`src/rtl/keypad_scanner_pkg.sv`:
```
// keypad_scanner_pkg: key map, FSM state type and candidate encoding shared by the keypad scanner.
package keypad_scanner_pkg;
  typedef enum logic [1:0] {IDLE, PRESS_DB, HELD, REL_DB} state_t;
  localparam logic [4:0] CAND_NONE = 5'b10000;
  localparam logic [3:0] KEY_MAP [16] = '{
    4'h1, 4'h2, 4'h3, 4'hA,
    4'h4, 4'h5, 4'h6, 4'hB,
    4'h7, 4'h8, 4'h9, 4'hC,
    4'h0, 4'hF, 4'hE, 4'hD
  };
endpackage

```
`src/rtl/keypad_scanner_tick.sv`:
```
// scan_tick: terminal-count tick generator, one pulse every SCAN_TICKS cycles.
module scan_tick #(
  parameter int SCAN_TICKS = 100_000
) (
  input  logic clk,
  input  logic reset,
  output logic tick
);
  localparam int W = $clog2(SCAN_TICKS);
  logic [W-1:0] cnt;
  assign tick = cnt == W'(SCAN_TICKS - 1);
  always_ff @(posedge clk or negedge reset)
    if (!reset) cnt <= '0;
    else cnt <= tick ? '0 : cnt + 1'b1;
endmodule

```
`src/rtl/keypad_scanner.sv`:
```
// keypad_scanner: 4x4 matrix keypad scanner with frame-based debounce, one hex code per press.
module keypad_scanner
  import keypad_scanner_pkg::*;
#(
  parameter int SCAN_TICKS      = 100_000,
  parameter int DEBOUNCE_FRAMES = 4
) (
  input  logic       clk,
  input  logic       reset,
  input  logic [3:0] row,
  output logic [3:0] col,
  output logic [3:0] key_code,
  output logic       key_valid,
  output logic       key_down
);
  localparam logic [3:0] DB = 4'(DEBOUNCE_FRAMES);
  logic [3:0] row_meta, row_sync;
  logic tick, frame_end, accept;
  logic [1:0] c;
  logic [15:0] frame, frame_next;
  logic [4:0] cand;
  logic [3:0] cnt, cnt_n, cnt_inc, lat, lat_n;
  state_t state, state_n;

  scan_tick #(.SCAN_TICKS(SCAN_TICKS)) u_tick (.clk(clk), .reset(reset), .tick(tick));

  assign col = ~(4'b0001 << c);
  assign frame_end = tick && c == 2'd3;
  assign key_down = state == HELD || state == REL_DB;
  assign cnt_inc = cnt == 4'hF ? cnt : cnt + 4'd1;

  // the candidate must include the column being sampled on this tick
  always_comb begin
    frame_next = frame;
    for (int r = 0; r < 4; r++) frame_next[{2'(r), c}] = ~row_sync[r];
  end

  always_comb begin
    cand = CAND_NONE;
    for (int i = 15; i >= 0; i--) if (frame_next[i]) cand = {1'b0, 4'(i)};
  end

  always_ff @(posedge clk or negedge reset)
    if (!reset) begin
      row_meta <= '1;
      row_sync <= '1;
      c <= '0;
      frame <= '0;
    end else begin
      row_meta <= row;
      row_sync <= row_meta;
      if (tick) begin
        frame <= frame_next;
        c <= c + 2'd1;
      end
    end

  always_comb begin
    state_n = state;
    cnt_n = cnt;
    lat_n = lat;
    accept = 1'b0;
    if (frame_end)
      case (state)
        IDLE:
          if (!cand[4]) begin
            lat_n = cand[3:0];
            cnt_n = 4'd1;
            accept = DB == 4'd1;
            state_n = DB == 4'd1 ? HELD : PRESS_DB;
          end
        PRESS_DB:
          if (cand[4]) begin
            state_n = IDLE;
            cnt_n = '0;
          end else if (cand[3:0] == lat) begin
            cnt_n = cnt_inc;
            if (cnt_inc >= DB) begin
              state_n = HELD;
              accept = 1'b1;
            end
          end else begin
            lat_n = cand[3:0];
            cnt_n = 4'd1;
          end
        HELD:
          if (cand[4]) begin
            state_n = DB == 4'd1 ? IDLE : REL_DB;
            cnt_n = DB == 4'd1 ? 4'd0 : 4'd1;
          end
        REL_DB:
          if (cand[4]) begin
            cnt_n = cnt_inc >= DB ? 4'd0 : cnt_inc;
            state_n = cnt_inc >= DB ? IDLE : REL_DB;
          end else begin
            state_n = HELD;
            cnt_n = '0;
          end
      endcase
  end

  always_ff @(posedge clk or negedge reset)
    if (!reset) begin
      state <= IDLE;
      cnt <= '0;
      lat <= '0;
      key_valid <= 1'b0;
      key_code <= '0;
    end else begin
      state <= state_n;
      cnt <= cnt_n;
      lat <= lat_n;
      key_valid <= accept;
      key_code <= accept ? KEY_MAP[lat_n] : key_code;
    end
endmodule

```
`config.mk`:
```
export PLATFORM = sky130hd
export DESIGN_NAME = keypad_scanner
export DESIGN_NICKNAME = d
export VERILOG_FILES = /design/src/rtl/keypad_scanner_pkg.sv /design/src/rtl/keypad_scanner_tick.sv /design/src/rtl/keypad_scanner.sv
export SDC_FILE = /design/constraint.sdc
export NUM_CORES = 1
export LEC_CHECK = 0
export ABC_CLOCK_PERIOD_IN_PS = 4700
export CAP_MARGIN = 10
export CORE_ASPECT_RATIO = 0.8
export CORE_UTILIZATION = 45
export CTS_BUF_LIST = sky130_fd_sc_hd__clkbuf_8
export DETAILED_ROUTE_END_ITERATION = 8
export PLACE_DENSITY = 0.59
export SYNTH_ARGS = -nofsm -noshare
export SYNTH_HDL_FRONTEND = slang
export SYNTH_HIERARCHICAL = 1
export SYNTH_SLANG_ARGS = --single-unit
```
`constraint.sdc`:
```
create_clock -name clk -period 4.7 [get_ports clk]
set_input_delay 1.41 -clock clk [delete_from_list [all_inputs] [get_ports clk]]
set_output_delay 1.41 -clock clk [all_outputs]
set_load 0.05 [all_outputs]
```
-- Word-level counts from Yosys, hierarchy flattened
Memories as Yosys holds them, arrays and structs flattened. A register that Yosys moved wholly into a read port is not among the register bits.
Cells that the tools add are included.
- register bits after elaboration: 54
- memory bits (read-only): 64
- bits of input ports: 6
- output and inout port bits: 10
- word-level logic and storage cells: 105
- memories kept: 1
- $add $sub $neg: 3
- order comparisons: 9
- equal/unequal tests: 11
- shifts and indexed selects: 1
- mux-type cells: 55
- bitwise logic cells: 6
- reduce and logical (&&, ||, !) cells: 10
- memory list (name ; words ; bits a word ; rd ports ; clocked after memory_dff ; wr ports ; RTL line ; RTL):
    (name not given) ; 16 ; 4 ; 1 ; 1 ; 0 ; keypad_scanner.sv:114 ; key_code <= accept ? KEY_MAP[lat_n] : key_code;
- operators by type and width (operator ; count):
    $mux 5 ; 16
    $bwmux 16 ; 4
    $mux 4 ; 11
    $add 17x1->17 const B ; 1
    $eq 17x17->1 const B ; 1
    $mux 17 ; 1
    $pmux 4 s4 ; 1
    $mux 2 ; 7
    $lt 4x5->1 const B ; 2
    $mux 1 ; 9
    $demux 1 s2 ; 4
    $ge 4x1->1 const B ; 2
    $pmux 2 s4 ; 1
    $pmux 4 s2 ; 1
    $eq 2x2->1 const B ; 3
    $ne 3x3->1 const B ; 2
    $logic_and 1x1->1 ; 5
    $lt 2x5->1 const B ; 1
    $lt 3x5->1 const B ; 1
    $not 4->5 ; 1
    $reduce_and 5->1 ; 1
    $add 4x1->4 const B ; 1
    $eq 4x4->1 ; 1
    $eq 4x4->1 const B ; 1
    other kinds (13) ; 17

-- Longest topological paths before layout
Gate-level depths: netlist of run 1.
- depth after elaboration: 30
- mapped depth: 17
- mapped depth without buffers: 15

-- Modules after synthesis
Netlist of run 1, hierarchy kept.
- modules (own cells, without submodules) (module ; instances ; cells an instance ; area an instance (um2) ; sequential area each (um2)):
    keypad_scanner ; 1 ; 259 ; 2473.6 ; 1036.0
    scan_tick ; 1 ; 74 ; 793.3 ; 425.4

-- Worst setup path before layout of run 1
No wires, ideal clock.
- path type: register to register
- start: register c[0]
- end: register key_code[1]
- arrival time: 3.877 ns
- required time: 4.572 ns
- slack: 0.695 ns
- cell stages (with the launch flop): 15
- cell sequence: dfrtp_1 ha_1 buf_4 inv_2 mux2_2 and2_1 a221oi_1 nand3_2 a2111oi_4 buf_4 a21boi_1 o32a_1 ha_1 mux4_2 mux2_1
- longest elaborated chain between the ends: 27
- RTL lines (what ; RTL line ; RTL):
    from (decl) ; keypad_scanner.sv:19 ; logic [1:0] c;
    from (signal assigned) ; keypad_scanner.sv:54 ; c <= c + 2'd1;
    $lt 4x5->1 (not written as such) or $ge 4x1->1 (tied branches) ; keypad_scanner.sv:35 ; for (int r = 0; r < 4; r++) frame_next[{2'(r), c}] = ~row_sync[r];
    $logic_and 1x1->1 (not written as such) ; keypad_scanner.sv:35 ;
    $mux 1 (not written as such) ; keypad_scanner.sv:35 ;
    $demux 1 s2 ; keypad_scanner.sv:35 ;
    $bwmux 16 ; keypad_scanner.sv:35 ;
    $mux 5 (16 in a row) ; keypad_scanner.sv:40 ; for (int i = 15; i >= 0; i--) if (frame_next[i]) cand = {1'b0, 4'(i)};
    $eq 4x4->1 ; keypad_scanner.sv:76 ; end else if (cand[3:0] == lat) begin
    $mux 4 ; keypad_scanner.sv:76 ;
    $mux 4 ; keypad_scanner.sv:73 ; if (cand[4]) begin
    $pmux 4 s2 ; keypad_scanner.sv:64 ; case (state)
    $mux 4 ; keypad_scanner.sv:63 ; if (frame_end)
    $not 4->5 (not written as such) ; keypad_scanner.sv:114 ;
    to (decl) ; keypad_scanner.sv:12 ; output logic [3:0] key_code,
Several ways; a longest one is shown, not always the timed one.
A chain may end at the register's enable or synchronous reset.

-- Worst setup path after layout of run 1
- start: register c[1]
- end: register key_code[1]
Same word-level chain as after synthesis.

==> summary.md, run 1 <==
| Metric | Value |
|---|---|
| Status | completed |
| EDFF count, synth | 0 |
| Most frequent cell after synthesis | dfrtp_1 |
| CP required | 4910 ps |
| Io pins | 16 |
| Nature of the critical path endpoint | flop |
| Inst Count DP | 422 |
| Die height | 78.2 um |
| # hold bufs at CTS | 0 |
| Resized Gates After CTS | 0 |
| Post-Syn Instances | 333 |
| Die area | 7610 sq um |
| Crit path time final | 4310 ps |
| Mean Syn Cell Area | 9.81 sq um |
| Maximum VDD drop | 0.190 mV |
| Number of vias after detailed routing | 2395 |
| Slew margin rel. | 0.339 |
| DR DRC count | 0 |
| Fmax | 232 MHz |
| First-pass GRT wire length | 11.6 mm |
| Async set-reset flop share out of synthesis | 1.00 |
| Setup Skew | 11.6 ps |
| Initial antenna violation count | 0 |
| Vias in the first global route | 2364 |
| RSZ-0062 raised after global routing | false |
| Worst-path clk slew | 60 ps |
| Dpl ws | 418 ps |
| Mean routed wirelength per cell | 15.1 um |
| Sw Pwr | 0.221 mW |
| Later-pin clock latency in the skew report | 330 ps |
| Lkg Pwr | 1.59 nW |
| Crit path max fanout | 11 |
| Sw Ratio | 0.191 |
| Synth area leader | dfrtp_1 |
| WL final | 6.63 mm |
| Fraction of power consumed by the clock network | 0.530 |
| Cts bufs inserted | 9 |
| Crit path arrival time | 4520 ps |
| CTS Sinks | 58 |
| Root Buffer Master | clkbuf_8 |
| IO Port Bufs | 15 |
| Hold crit path type | reg -> reg |
| Synth unique cells | 70 |
| Sequential share of power | 0.443 |
| Power per cell area | 310 nW/um^2 |
| Synthesis Warnings | 6 |
| Finish-stage setup viols | 0 |
| Crit path kind | reg -> reg |
| Largest net degree at the start of global routing | 46 |
| MaxCap Viol Count | 0 |
| Final Max Tran Viols | 0 |
| Cell Count, Final, Fillers Out | 438 |
| Setup WS post-layout | 392 ps |
| Worst Tran Pin Value | 991 ps |
| GRT Util Overall | 0.197 |
| Core Box Area | 6960 sq um |
| Antenna viol nets, final | 0 |
| Nets@finish | 362 |
| Floorplan row count | 27 |
| N_diodes | 0 |
| Share of the synthesized area in the top cell type | 0.383 |
| Chip width | 97.3 um |
| Initial DRC count | 207 |
| Placer Congestion | 0.900 |
| Internal | 0.935 mW |
| Final period util | 0.917 |
| Mapped Nets | 349 |
| DR pass1 iterations | 4 |
| Most frequent cells after synthesis | dfrtp_1 (50), nand2_1 (35), nor2_1 (25) |
| Post-Syn Area | 3270 sq um |
| Congestion Overflow GR | 0 |
| Final hold violation count | 0 |
| Final setup TNS | 0 ps |
| Synth top area cells | dfrtp_1 (38%), dfstp_2 (6.4%), nand2_1 (4.0%), ha_1 (3.8%), o21ai_0 (3.4%) |
| #FFs+latches synth | 58 |
| Post-synthesis sequential area ratio | 0.447 |
| Via-per-instance ratio | 5.47 |
| CTS H-tree depth | 3 |
| Bufs on Longest Clock Path | 2 |
| P&R area growth vs syn | 14.0% |
| Initial core utilization | 0.469 |
| CTS tree | done |
| Gate power share | 0.028 |
| Setup bufs post-CTS | 0 |
| Hpwl dp | 4.73 mm |
| Synth Flop Type | dfrtp_1 |
| CP Launch Type | flop |
| Share of post-route cells with drive strength above 1 | 0.140 |
==> through the flow <==
step	cell area, sq um	util	power [mW]	hold WS (ps)
global placement	3460	0.497	0.554	346
floorplan	3270	-	0.535	345
global route	3720	0.535	1.21	362
detailed placement	3460	0.497	0.554	347
CTS	3720	0.535	1.18	357
finish	3720	0.535	1.16	355
==> worst max-delay path: stages, from the launching register on <==
cell,delay [ps]
dfrtp_1,400
inv_1,100
ha_1,430
nor2_2,150
o211a_1,240
a211o_1,260
a211oi_2,300
mux2_1,370
nand3_2,90
a2111oi_4,50
buf_4,210
and2_1,170
o32a_1,350
ha_1,320
mux4_2,460
mux2_1,290
==> flip-flops by register name, indices dropped and copies added (netlist names) <==
signal	cells
lat	4
state	2
u_tick/cnt	17
row_meta	4
cnt	4
key_valid	1
frame	16
key_code	4
c	2
row_sync	4
==> cell type report <==
| cell class | instances | area [sq um] |
|---|---|---|
| clock buffers | 10 | 138 |
| clock inverters | 6 | 129 |
| fillers | 637 | 3230 |
| inverters | 20 | 75.1 |
| multi-input cells | 239 | 1650 |
| flip-flops and latches | 58 | 1460 |
| well taps | 87 | 109 |
| repair buffers | 18 | 168 |
==> power groups by stage <==
stage,clock (mW),combinational [mW],sequential [mW]
final,0.612,0.0322,0.512
after global routing,0.656,0.0370,0.512
after CTS,0.634,0.0334,0.512
after detailed placement,0,0.0333,0.521
after global placement,0,0.0333,0.521
after floorplan,0,0.0197,0.515
==> routing by layer <==
| layer | track usage | vias up | part of all wire |
|---|---|---|---|
| met3 | 0.0641 | 2 | 0.050 |
| met1 | 0.278 | 1124 | 0.51 |
| met2 | 0.290 | 57 | 0.43 |
| met5 | 0 | - | 0 |
| met4 | 0.0588 | 0 | 0.0056 |
| li1 | - | 1212 | - |
==> logic make-up after synthesis <==
logic type | after synthesis | synth area share
compound gates | 70 | 0.158
xor+xnor | 18 | 0.0483
fa+ha+maj | 10 | 0.0383
buf+inv | 36 | 0.0490
flops | 58 | 0.447
mux | 11 | 0.0414
simple gates | 130 | 0.218
==> cell usage in the layout, fill, tap and decap left out, types with 5 or more instances in the layout <==
| cell | synthesis | final |
|---|---|---|
| nand2_1 | 35 | 35 |
| xor2_1 | 6 | 6 |
| and2_1 | 5 | 5 |
| o21ai_0 | 22 | 22 |
| nor3_1 | 12 | 12 |
| ha_1 | 10 | 10 |
| a21oi_1 | 8 | 8 |
| dfstp_2 | 8 | 8 |
| nand2b_1 | 12 | 12 |
| clkbuf_8 | 0 | 10 |
| inv_1 | 16 | 17 |
| nor2_1 | 25 | 25 |
| nand3_1 | 8 | 8 |
| xnor2_1 | 12 | 12 |
| dfrtp_1 | 50 | 50 |
| clkdlybuf4s50_1 | 0 | 14 |
| o211ai_1 | 5 | 5 |
==> path summary, 6_finish.rpt <==
check / startpoint / endpoint / slack [ps] / depth (start not counted)
max: c[1] / key_code[1] / 390 / 15
min: row_meta[2] / row_sync[2] / 350 / 0
max reg2reg: c[1] / key_code[1] / 390 / 15
min reg2reg: row_meta[2] / row_sync[2] / 350 / 0
max in group asynchronous: reset / row_meta[0] / 2620 / 2
min in group asynchronous: reset / frame[7] / 1250 / 1
No activity file was read; power rests on OpenSTA's default activity.
==> run 2, diff against run 1 <==
- ABC_CLOCK_PERIOD_IN_PS: 4700 -> 5200
- CORE_ASPECT_RATIO: 0.8 -> not set
- clock period: 4.7 -> 5.2 ns (I/O delays scaled with it)
==> run 2 against run 1 <==
  * Largest power group unchanged
  * Hold slack gained 0.75 ps
  * Register-to-register slack gained 460 ps
  * Via count is essentially flat
  * Total power shrank 17%
  * Critical endpoint unchanged
  * Critical path depth is the same
==> summary.md, run 2 (same netlist as run 1, synthesis figures left out) <==
| Metric | Value |
|---|---|
| Nets@finish | 362 |
| Placed Area | 3470 sq um |
| FF-to-FF path depth | 15 |
| Hold Slack | 356 ps |
| Chip width | 87.2 um |
| Placer Congestion | 0.921 |
| Crit path time final | 4350 ps |
| Most common cell on crit path | ha_1 |
| CP required | 5420 ps |
| Dpl ws | 875 ps |
| IO Port Bufs | 15 |
| Power per cell area | 259 nW/um^2 |
| Lkg Pwr | 1.57 nW |
| Status | completed |
| DR pass1 iterations | 4 |
| Core Box Area | 6910 sq um |
| Io pins | 16 |
| Cell Count, Final, Fillers Out | 447 |
| Hold Path End | row_sync[0] |
| R2r startpoint | c[0] |
| Die height | 87.2 um |
| HP Start | row_meta[0] |
| Finish-stage setup viols | 0 |
| Bufs on Longest Clock Path | 2 |
| Floorplan row count | 30 |
| R2r setup slk | 850 ps |
| Maximum VDD drop | 0.177 mV |
| RSZ-0062 raised after global routing | false |
| GRT Util Overall | 0.191 |
| Hold-critical path depth | 0 |
| Crit path arrival time | 4570 ps |
| Hpwl dp | 4.49 mm |
| Final setup TNS | 0 ps |
| P&R area growth vs syn | 12.9% |
| Critical R2R Capture | key_code[1] |
| Final period util | 0.837 |
| DR DRC count | 0 |
| Max reg flops | 17 |
| Setup WS post-layout | 848 ps |
| Crit path max fanout | 11 |
| Worst-path clk slew | 70 ps |
| Fin area | 3690 sq um |
| Most common cell after layout, fill and taps aside | dfrtp_1 |
| Mean routed wirelength per cell | 14.4 um |
| Die area | 7600 sq um |
| CTS Sinks | 58 |
| Total power | 0.955 mW |
| Root Buffer Master | clkbuf_8 |
| Slew margin rel. | 0.570 |
| Hold crit path type | reg -> reg |
| Number of vias after detailed routing | 2394 |
| Nature of the critical path endpoint | flop |
| Initial DRC count | 102 |
| Vias in the first global route | 2283 |
| Worst Tran Pin Value | 639 ps |
| WL final | 6.42 mm |
| N_diodes | 0 |
| Share of post-route cells with drive strength above 1 | 0.140 |
| MaxCap Viol Count | 0 |
| Initial antenna violation count | 0 |
| Final hold violation count | 0 |
| CTS tree | done |
| Largest net degree at the start of global routing | 39 |
| First-pass GRT wire length | 11.0 mm |
| WP buf/inv | 2 |
| Setup bufs post-CTS | 0 |
| Most frequent cells in the layout | dfrtp_1 (50), nand2_1 (35), nor2_1 (25) |
| Inst Count DP | 431 |
| # hold bufs at CTS | 0 |
| Crit path max-delay cell type | nor4b_1 |
| Later-pin clock latency in the skew report | 330 ps |
| CP Launch Type | flop |
| Initial core utilization | 0.473 |
| Cts bufs inserted | 9 |
| Final Max Tran Viols | 0 |
| Crit-path max cell delay | 530 ps |
| Antenna viol nets, final | 0 |
| Via-per-instance ratio | 5.36 |
| Largest registers | u_tick/cnt (17), frame (16) |
| Congestion Overflow GR | 0 |
| CP Cell Sequence | inv_1, ha_1, nand2b_1, o221ai_1, nor4b_1, and2b_1, xnor2_1, nand3_2, a2111oi_4, buf_4, a21boi_1, o32a_1, ha_1, mux4_2, mux2_1 |
| Crit path kind | reg -> reg |
| Critical path's top delay family | simple AND/OR/NAND/NOR gates |
| Fmax | 230 MHz |
| Resized Gates After CTS | 0 |
| Setup Skew | 7.85 ps |
| CTS H-tree depth | 3 |
| Largest Register | u_tick/cnt |
| Final Util | 0.534 |
-- run 2: worst max-delay path by stage --
stage,startpoint,endpoint,slack (ps),cells after the start
after global placement,c[0],key_code[1],990,15
final,c[0],key_code[1],850,15
after floorplan,c[0],key_code[1],1200,14
after global routing,c[0],key_code[1],480,15
after detailed placement,c[0],key_code[1],870,15
after CTS,c[0],key_code[1],840,15
-- run 2: routing by layer --
layer  track usage  up-vias  share of wire  wire length, um
li1              -     1211              -                -
met1         0.269     1138           0.51             3280
met2         0.288       39           0.44             2840
met3        0.0417        6          0.035              225
met4        0.0730        0          0.013               82
met5             0        -              0                0
-- run 2: layout make-up --
class | count | area [sq um]
Fill cell | 634 | 3220
Multi-Input combinational cell | 239 | 1650
Sequential cell | 58 | 1460
Timing Repair Buffer | 18 | 168
Clock buffer | 10 | 138
Tap cell | 96 | 120
Clock inverter | 6 | 81.3
Inverter | 20 | 75.1
-- run 2: worst register-to-register path: cells and delay by family (launching register included) --
family                     cells  cell delay (ps)
adders and majority gates      2              670
and+or+nand+nor                4             1090
xor gates and xnor gates       1              180
buffers and inverters          2              350
muxes                          2              730
AOI/OAI and AO/OA              4              820
DFF                            1              420
-- run 2: power by group --
part / internal, mW / total, mW / switching (mW)
sequential: 0.457 / 0.462 / 0.00545
clock: 0.279 / 0.463 / 0.184
combinational: 0.0109 / 0.0293 / 0.0184
